**src/rtl/iiitb_uart_pkg.sv**
```systemverilog
// Shared constants and types for the iiitb UART receiver.
// UART_RX_PARITY_EN adds the PARITY state for 8E1 framing.
package iiitb_uart_pkg;

    localparam int unsigned CNT_W = 14;

    // Bit periods in 125 MHz clock cycles
    localparam logic [CNT_W-1:0] BIT_PER_115200 = 14'd1085;
    localparam logic [CNT_W-1:0] BIT_PER_38400  = 14'd3255;
    localparam logic [CNT_W-1:0] BIT_PER_19200  = 14'd6510;
    localparam logic [CNT_W-1:0] BIT_PER_9600   = 14'd13021;

    typedef enum logic [1:0] {
        SEL_115200 = 2'b00,
        SEL_38400  = 2'b01,
        SEL_19200  = 2'b10,
        SEL_9600   = 2'b11
    } baud_sel_e;

`ifdef UART_RX_PARITY_EN
    typedef enum logic [2:0] {
        ST_IDLE, ST_START, ST_DATA, ST_PARITY, ST_STOP
    } rx_state_e;
`else
    typedef enum logic [1:0] {
        ST_IDLE, ST_START, ST_DATA, ST_STOP
    } rx_state_e;
`endif

    function automatic logic [CNT_W-1:0] bit_period(input baud_sel_e s);
        logic [CNT_W-1:0] p;
        case (s)
            SEL_115200: p = BIT_PER_115200;
            SEL_38400:  p = BIT_PER_38400;
            SEL_19200:  p = BIT_PER_19200;
            default:    p = BIT_PER_9600;
        endcase
        return p;
    endfunction

endpackage

```
**src/rtl/iiitb_uart_baud_timer.sv**
```systemverilog
// Bit-period timer: after start_i, one half_tick at mid start bit, then a
// full_tick every bit period. clear_i holds the counter at zero while idle.
module iiitb_uart_baud_timer
    import iiitb_uart_pkg::*;
(
    input  logic      clk,
    input  logic      reset,
    input  baud_sel_e sel_i,
    input  logic      start_i,
    input  logic      clear_i,
    output logic      half_tick_o,
    output logic      full_tick_o
);

    localparam logic [CNT_W-1:0] ONE = CNT_W'(1);

    logic [CNT_W-1:0] cnt_q, cnt_d;
    logic             half_ph_q, half_ph_d;
    logic [CNT_W-1:0] period, half;

    always_comb begin
        period      = bit_period(sel_i);
        half        = period >> 1;
        half_tick_o = half_ph_q && (cnt_q == half - ONE);
        full_tick_o = !half_ph_q && (cnt_q == period - ONE);
        cnt_d       = cnt_q + ONE;
        half_ph_d   = half_ph_q;
        // Every sample point reloads, so the count never passes one bit
        if (half_tick_o || full_tick_o) begin
            cnt_d     = '0;
            half_ph_d = 1'b0;
        end
        if (clear_i) begin
            cnt_d     = '0;
            half_ph_d = 1'b0;
        end
        if (start_i) begin
            cnt_d     = '0;
            half_ph_d = 1'b1;
        end
    end

    always_ff @(posedge clk or negedge reset) begin
        if (!reset) begin
            cnt_q     <= '0;
            half_ph_q <= 1'b0;
        end else begin
            cnt_q     <= cnt_d;
            half_ph_q <= half_ph_d;
        end
    end

endmodule

```
**src/rtl/iiitb_uart_rx.sv**
```systemverilog
// UART receiver, 8N1 (8E1 with UART_RX_PARITY_EN), valid/ready output with
// single-byte holding register; frame_err/overrun(/parity_err) are 1-cycle pulses.
module iiitb_uart_rx
    import iiitb_uart_pkg::*;
(
    input  logic       clk,
    input  logic       reset,
    input  logic [1:0] sel,
    input  logic       rxd,
    output logic [7:0] rx_data,
    output logic       rx_valid,
    input  logic       rx_ready,
    output logic       frame_err,
    output logic       overrun
`ifdef UART_RX_PARITY_EN
   ,output logic       parity_err
`endif
);

    logic      rxd_meta_q, rxd_sync_q, rxd_prev_q;
    logic      fall;
    rx_state_e state_q, state_d;
    baud_sel_e sel_q, sel_d;
    logic [7:0] shift_q, shift_d;
    logic [2:0] bit_cnt_q, bit_cnt_d;
    logic [7:0] rx_data_q, rx_data_d;
    logic      rx_valid_q, rx_valid_d;
    logic      frame_err_q, frame_err_d;
    logic      overrun_q, overrun_d;
    logic      tmr_start, tmr_clear, half_tick, full_tick;
`ifdef UART_RX_PARITY_EN
    logic      par_bad_q, par_bad_d;
    logic      parity_err_q, parity_err_d;
`endif

    // Synchronizer plus one history flop for edge detection; idle-high reset
    always_ff @(posedge clk or negedge reset) begin
        if (!reset) begin
            rxd_meta_q <= 1'b1;
            rxd_sync_q <= 1'b1;
            rxd_prev_q <= 1'b1;
        end else begin
            rxd_meta_q <= rxd;
            rxd_sync_q <= rxd_meta_q;
            rxd_prev_q <= rxd_sync_q;
        end
    end

    assign fall      = rxd_prev_q & ~rxd_sync_q;
    assign tmr_clear = (state_q == ST_IDLE);

    iiitb_uart_baud_timer u_timer (
        .clk         (clk),
        .reset       (reset),
        .sel_i       (sel_q),
        .start_i     (tmr_start),
        .clear_i     (tmr_clear),
        .half_tick_o (half_tick),
        .full_tick_o (full_tick)
    );

    always_comb begin
        state_d     = state_q;
        sel_d       = sel_q;
        shift_d     = shift_q;
        bit_cnt_d   = bit_cnt_q;
        rx_data_d   = rx_data_q;
        rx_valid_d  = rx_valid_q & ~rx_ready;
        frame_err_d = 1'b0;
        overrun_d   = 1'b0;
        tmr_start   = 1'b0;
`ifdef UART_RX_PARITY_EN
        par_bad_d    = par_bad_q;
        parity_err_d = 1'b0;
`endif
        case (state_q)
            ST_IDLE: begin
                if (fall) begin
                    state_d   = ST_START;
                    sel_d     = baud_sel_e'(sel);
                    tmr_start = 1'b1;
                end
            end
            ST_START: begin
                // A start bit that is high again at mid-bit was a glitch
                if (half_tick) begin
                    state_d   = rxd_sync_q ? ST_IDLE : ST_DATA;
                    bit_cnt_d = 3'd0;
                end
            end
            ST_DATA: begin
                if (full_tick) begin
                    shift_d   = {rxd_sync_q, shift_q[7:1]};
                    bit_cnt_d = bit_cnt_q + 3'd1;
                    if (bit_cnt_q == 3'd7) begin
`ifdef UART_RX_PARITY_EN
                        state_d = ST_PARITY;
`else
                        state_d = ST_STOP;
`endif
                    end
                end
            end
`ifdef UART_RX_PARITY_EN
            ST_PARITY: begin
                if (full_tick) begin
                    par_bad_d = ^{rxd_sync_q, shift_q};
                    state_d   = ST_STOP;
                end
            end
`endif
            ST_STOP: begin
                if (full_tick) begin
                    state_d = ST_IDLE;
                    if (!rxd_sync_q) begin
                        frame_err_d = 1'b1;
                    end
`ifdef UART_RX_PARITY_EN
                    else if (par_bad_q) begin
                        parity_err_d = 1'b1;
                    end
`endif
                    else if (!rx_valid_q || rx_ready) begin
                        rx_data_d  = shift_q;
                        rx_valid_d = 1'b1;
                    end else begin
                        overrun_d = 1'b1;
                    end
                end
            end
            default: state_d = ST_IDLE;
        endcase
    end

    always_ff @(posedge clk or negedge reset) begin
        if (!reset) begin
            state_q     <= ST_IDLE;
            sel_q       <= SEL_115200;
            shift_q     <= 8'h00;
            bit_cnt_q   <= 3'd0;
            rx_data_q   <= 8'h00;
            rx_valid_q  <= 1'b0;
            frame_err_q <= 1'b0;
            overrun_q   <= 1'b0;
        end else begin
            state_q     <= state_d;
            sel_q       <= sel_d;
            shift_q     <= shift_d;
            bit_cnt_q   <= bit_cnt_d;
            rx_data_q   <= rx_data_d;
            rx_valid_q  <= rx_valid_d;
            frame_err_q <= frame_err_d;
            overrun_q   <= overrun_d;
        end
    end

`ifdef UART_RX_PARITY_EN
    always_ff @(posedge clk or negedge reset) begin
        if (!reset) begin
            par_bad_q    <= 1'b0;
            parity_err_q <= 1'b0;
        end else begin
            par_bad_q    <= par_bad_d;
            parity_err_q <= parity_err_d;
        end
    end

    assign parity_err = parity_err_q;
`endif

    assign rx_data   = rx_data_q;
    assign rx_valid  = rx_valid_q;
    assign frame_err = frame_err_q;
    assign overrun   = overrun_q;

endmodule
```
**config.mk**
```make
export PLATFORM = sky130hd
export DESIGN_NAME = iiitb_uart_rx
export DESIGN_NICKNAME = d
export VERILOG_FILES = /design/src/rtl/iiitb_uart_pkg.sv /design/src/rtl/iiitb_uart_baud_timer.sv /design/src/rtl/iiitb_uart_rx.sv
export SDC_FILE = /design/constraint.sdc
export NUM_CORES = 1
export LEC_CHECK = 0
export ABC_AREA = 1
export ABC_CLOCK_PERIOD_IN_PS = 6900
export CORE_AREA = 2 2 67 69
export CTS_BUF_LIST = sky130_fd_sc_hd__clkbuf_16
export DETAILED_ROUTE_END_ITERATION = 7
export DIE_AREA = 0 0 69 71
export PLACE_DENSITY = 0.79
export SETUP_SLACK_MARGIN = 0.15
export SYNTH_ARGS = -nofsm -noshare
export SYNTH_HDL_FRONTEND = slang
export SYNTH_HIERARCHICAL = 1
export SYNTH_SLANG_ARGS = --single-unit
```
**constraint.sdc**
```tcl
create_clock -name clk -period 6.9 [get_ports clk]
set_clock_uncertainty 0.05 [all_clocks]
set_input_delay 1.035 -clock clk [delete_from_list [all_inputs] [get_ports clk]]
set_output_delay 1.035 -clock clk [all_outputs]
set_load 0.1 [all_outputs]
```
==> Yosys cells after proc, flatten, opt, wreduce, memory -nomap -nowiden <==
Index checks and enable logic that the tools add are counted.
{ "word_totals": {"ff_bits": 44, "latchBits": 0, "ram_bits": 0, "mem_bits_ro": 0, "in_bits": 6, "out_inout_bits": 11, "wordCells": 79, "mem_count": 0} }
{ "op_classes": {"n_addsub": 4, "n_mul": 0, "div_mod_pow": 0, "order_cmp": 0, "eq_ne": 13, "shifts": 0, "muxes": 30, "n_bitwise": 4, "reduce_logical": 15} }
{ "ops": {"columns": ["operator", "n"], "rows": [
  ["$mux W14", 3],
  ["$pmux W14 S3", 1],
  ["$eq A14 B14 Y1", 2],
  ["$mux W1", 16],
  ["$add A14 B1 Y14 const B", 1],
  ["$sub A13 B1 Y14 const B", 1],
  ["$sub A14 B1 Y14 const B", 1],
  ["$mux W2", 6],
  ["$ne A2 B2 Y1 const B", 5],
  ["$pmux W2 S4", 1],
  ["$eq A2 B2 Y1 const B", 3],
  ["$mux W3", 2],
  ["$pmux W3 S2", 1],
  ["$reduce_and A5 Y1", 1],
  ["$eq A2 B1 Y1 const B", 2],
  ["$logic_not A2 Y1", 2],
  ["$reduce_and A2 Y1", 2],
  ["$reduce_and A4 Y1", 1],
  ["$add A3 B1 Y3 const B", 1],
  ["$eq A3 B3 Y1 const B", 1],
  ["$reduce_and A3 Y1", 1],
  ["$reduce_bool A3 Y1", 1],
  ["$and A1 B1 Y1", 2],
  ["$logic_and A1 B1 Y1", 2],
  ["4 further kinds", 7]
]} }

==> Depth between registers and ports, before layout <==
{ "depth": {"word_depth": 9, "mapped_depth": 19, "ltp_nobuf": 18} }

==> Hierarchy <==
Netlist, hierarchy kept.
{ "modules_own_cells": {"columns": ["mod", "instances", "cells_per_inst", "area_per_inst_um2", "seq_area_each_um2"], "rows": [
  ["iiitb_uart_baud_timer", 1, 184, 1243.7, 375.4],
  ["iiitb_uart_rx", 1, 125, 1196.1, 729.4]
]} }

==> Worst setup path before layout <==
No wires, ideal clock.
{ "synth_timing": {"path_type": "reg-to-reg", "startpoint": "register sel_q[0]", "endpoint": "register rx_data_q[6] (netlist: rx_data[6])", "setup_time_ns": 0.122, "t_arrival_ns": 2.131, "t_required_ns": 6.728, "setup_slack_ns": 4.597, "path_stages_with_launch": 17, "path_buffers": 2, "period_less_slack_ns": 2.303, "path_cell_list": "dfrtp_1 inv_1 ha_1 buf_6 nor2_2 nand2_1 nand2_1 nand2_1 nor2_2 nand3_2 inv_1 inv_1 nor3_4 nand2_2 buf_6 nand2_1 o21ai_2"} }
{ "synth_via": {"elab_chain_cells": 6, "elab_cells_between_ends": 8, "cone_classes": "add/sub: 1; eq/ne: 3; mux: 1; reduce/logical: 3"} }
{ "synth_rtl": {"columns": ["item", "line_no", "text"], "rows": [
  ["from (decl)", "iiitb_uart_rx.sv:23", "baud_sel_e sel_q, sel_d;"],
  ["from (signal assigned)", "iiitb_uart_rx.sv:147", "sel_q <= sel_d;"],
  ["$eq A2 B2 Y1, or another cell as far along", "iiitb_uart_pkg.sv:32", "case (s)"],
  ["$pmux W14 S3 *", "iiitb_uart_pkg.sv:32", null],
  ["$sub A14 B1 Y14 *", "iiitb_uart_baud_timer.sv:25", "full_tick_o = !half_ph_q && (cnt_q == period - ONE);"],
  ["$eq A14 B14 Y1 *", "iiitb_uart_baud_timer.sv:25", null],
  ["$logic_and A1 B1 Y1 *", "iiitb_uart_baud_timer.sv:25", null],
  ["via full_tick", "iiitb_uart_rx.sv:30", "logic tmr_start, tmr_clear, half_tick, full_tick;"],
  ["$reduce_and A4 Y1 (no source line) *", null, null],
  ["to (signal assigned)", "iiitb_uart_rx.sv:150", "rx_data_q <= rx_data_d;"],
  ["to (decl)", "iiitb_uart_rx.sv:26", "logic [7:0] rx_data_q, rx_data_d;"]
]} }
The timed path passes the listed nets; every way through them passes the cells marked *.
A chain may end at the register's enable or synchronous reset.

==> Worst setup path after layout <==
{ "layout_timing": {"startpoint": "register rx_data_q[0] (netlist: rx_data[0])", "endpoint": "output port rx_data[0]"} }
{ "layout_rtl": {"columns": ["item", "line_no", "text"], "rows": [
  ["to (decl)", "iiitb_uart_rx.sv:10", "output logic [7:0] rx_data,"]
]} }
No word-level cell between the ends.

==> metrics.cfg <==
[run_status]
status=complete, no violations

[placed_design]
dpl.hpwl_um=3360
gp_congestion=0.946
dp_cells=370
port-buffer-count=16
place_area_mm2=0.00259
dp_slack_ns=4.20

[global_route]
grt_pass1_vias=1796
grt_pass1_wl_um=7990
grt_antenna_before_repair=0
grt_usage_pct=20.2
grt_max_degree=45
grt_overflow_total=0

[cells_and_area]
utilization_pct=65.1
final_layout_size_suffix_gt1_share_pct=12.0
fin_cells=378
nNetsFinal=339
design_area_mm2=0.00274
antenna_cells=0
syn2layout_area_growth_pct=12.1

[synthesis]
synth_area_mm2=0.00244
synth_fa_ha_area_share_pct=4.10
synth-simple-area-share_pct=30.1
ys_seq_area_share_pct=45.3
yosysTopAreaCellShare_pct=42.1
synth_top_family_by_area=simple AND/OR/NAND/NOR gates
yosysUniqueCellTypes=27
ys_ff_latch=44
synthMuxAreaShare_pct=0
synth_compound_area_share_pct=7.03
synthCells=309
synth_async_sr_flop_share_pct=100
synth_top_area_cell=dfrtp_1
synth_ff_type=dfrtp_1
synth_fp_nets=323
yosysWarnings=6
post_synth.cell_area_avg_um2=7.90
synth_edf_count=0
synth_xor_area_share_pct=3.59
synth.area.top_cells=dfrtp_1 42%, nand2_1 14%, inv_1 7.1%, ha_1 4.1%, o21ai_0 4.1%

[worst_setup_path]
crit_cells=1
cp_num_buf_inv=1
worstPathCellList=clkdlybuf4s50_1
startpoint_type=flip-flop
rrSetupSlack_ns=4.18
crit_path_top_delay_cell=clkdlybuf4s50_1
crit_path_start=rx_data[0]
crit_family=buffers and inverters
r2r_start=sel_q[0]
reg2reg_depth=14
slowest_delay_ns=1.15
cp.required_ns=5.81
crit_fanout=2
crit_type=reg2out
cp-end-kind=output port
worstPathArrival_ns=1.79
r2r_end=bit_cnt_q[1]

[clocking]
cts_buffers=5
post_cts_resized=0
cts_tree=built
clk_path_buf_depth=2
cts_setup_buffers=0
hold_buffers=0
clkTransAtPathRegs_ns=0.06
clockRootBuffer=clkbuf_16
clock_latency_ns=0.28
cts.sinks=44
h-tree-depth=2

[power]
cellPowerDensity_mw_per_mm2=280
ir_worst_vdd_mv=0.192
power_mw=0.765
leakage_nw=1.27

[detailed_routing]
routed_wl_um=4500
ant_nets=0
drc=0
drt_iter0_drc=108
num_vias=1887
vias_per_cell=4.99
routedWlPerCell_um=11.9
firstDrtPassIters=4

[timing]
finalHoldViolations=0
tightest_slew_ns=0.990
fin_crit_ns=2.88
slew_headroom_pct=33.8
finalCritPeriodShare_pct=41.7
hold_slack_ns=0.310
finalWorstSetupSlack_ns=4.02
max_freq_ghz=0.348
tns_ns=0
drv_slew=0
setup_viol=0
rsz0062_at_grt=no

[die]
num_rows=24
die_w_um=69
die_area_mm2=0.00490
core_area_mm2=0.00420
fp.dieH_um=71
start_util_pct=58.0
io_pins=17

[worst_hold_path]
whs_path_depth=0
holdPathEnd=rxd_sync_q
hp-start=rxd_meta_q
hold_path_class=reg2reg

[run]
max-cap-violations=0

## cell usage after synthesis, drive strengths merged, types with 3 or more instances
cell,instances
inv,47
buf,5
o21ai,27
nand3,21
nor3,5
dfstp,3
nor2,38
nand2,97
dfrtp,41
ha,8
xor2,8
## sequential cells by signal, summed over array words and instances (netlist names), 2 cells and up, named ones only
name / flops
sel_q: 2
shift_q: 8
u_timer/cnt_q: 14
bit_cnt_q: 3
rx_data: 8
## kinds of logic (layout without fill, tap and decap cells)
group	count (synthesis)	in the layout
flops	44	44
xor+xnor	10	10
simple gates	164	164
compound gates	29	29
buf+inv	54	71
fa+ha+maj	8	8
## layer usage
metal	track usage [%]	up-vias	part of all wire (%)
met1	26.0	877	47
met5	0	-	0
met4	8.71	0	1.9
li1	-	978	-
met3	3.85	9	3.1
met2	33.4	23	48
## where the power goes
group | internal (mW) | switching, mW
Clock | 0.132 | 0.0917
Combinational | 0.0835 | 0.154
Sequential | 0.277 | 0.0265
## how the worst max path moves through the flow
stage / end / slack [ns]
2_1_floorplan: rx_data[6] / 4.60
3_3_place_gp: bit_cnt_q[1] / 4.32
3_5_place_dp: bit_cnt_q[1] / 4.20
4_1_cts: rx_data[0] / 4.00
5_1_grt: bit_cnt_q[2] / 3.85
6_report: rx_data[0] / 4.02
## cell type report
class,instances,area (um2)
inverter,47,176
sequential,44,1100
timing repair buffer,16,155
clock inverter,3,16.3
fill,378,1470
tap,52,65.1
multi-input combinational,211,1090
clock buffer,5,125
## layout by cell type, fill, tap and decap left out, types with 2 or more instances in the layout
master,n
inv_1,48
nor2_2,13
xor2_1,8
xnor2_1,2
o21ai_0,20
clkdlybuf4s50_1,15
dfstp_2,3
dfrtp_1,41
nand4_1,2
nand2_2,4
clkbuf_16,5
o21ai_2,7
nor2_1,25
ha_1,8
nor3_1,3
nand3_1,19
nand2_1,93
a21oi_1,2
(Power assumes the default switching activity.)
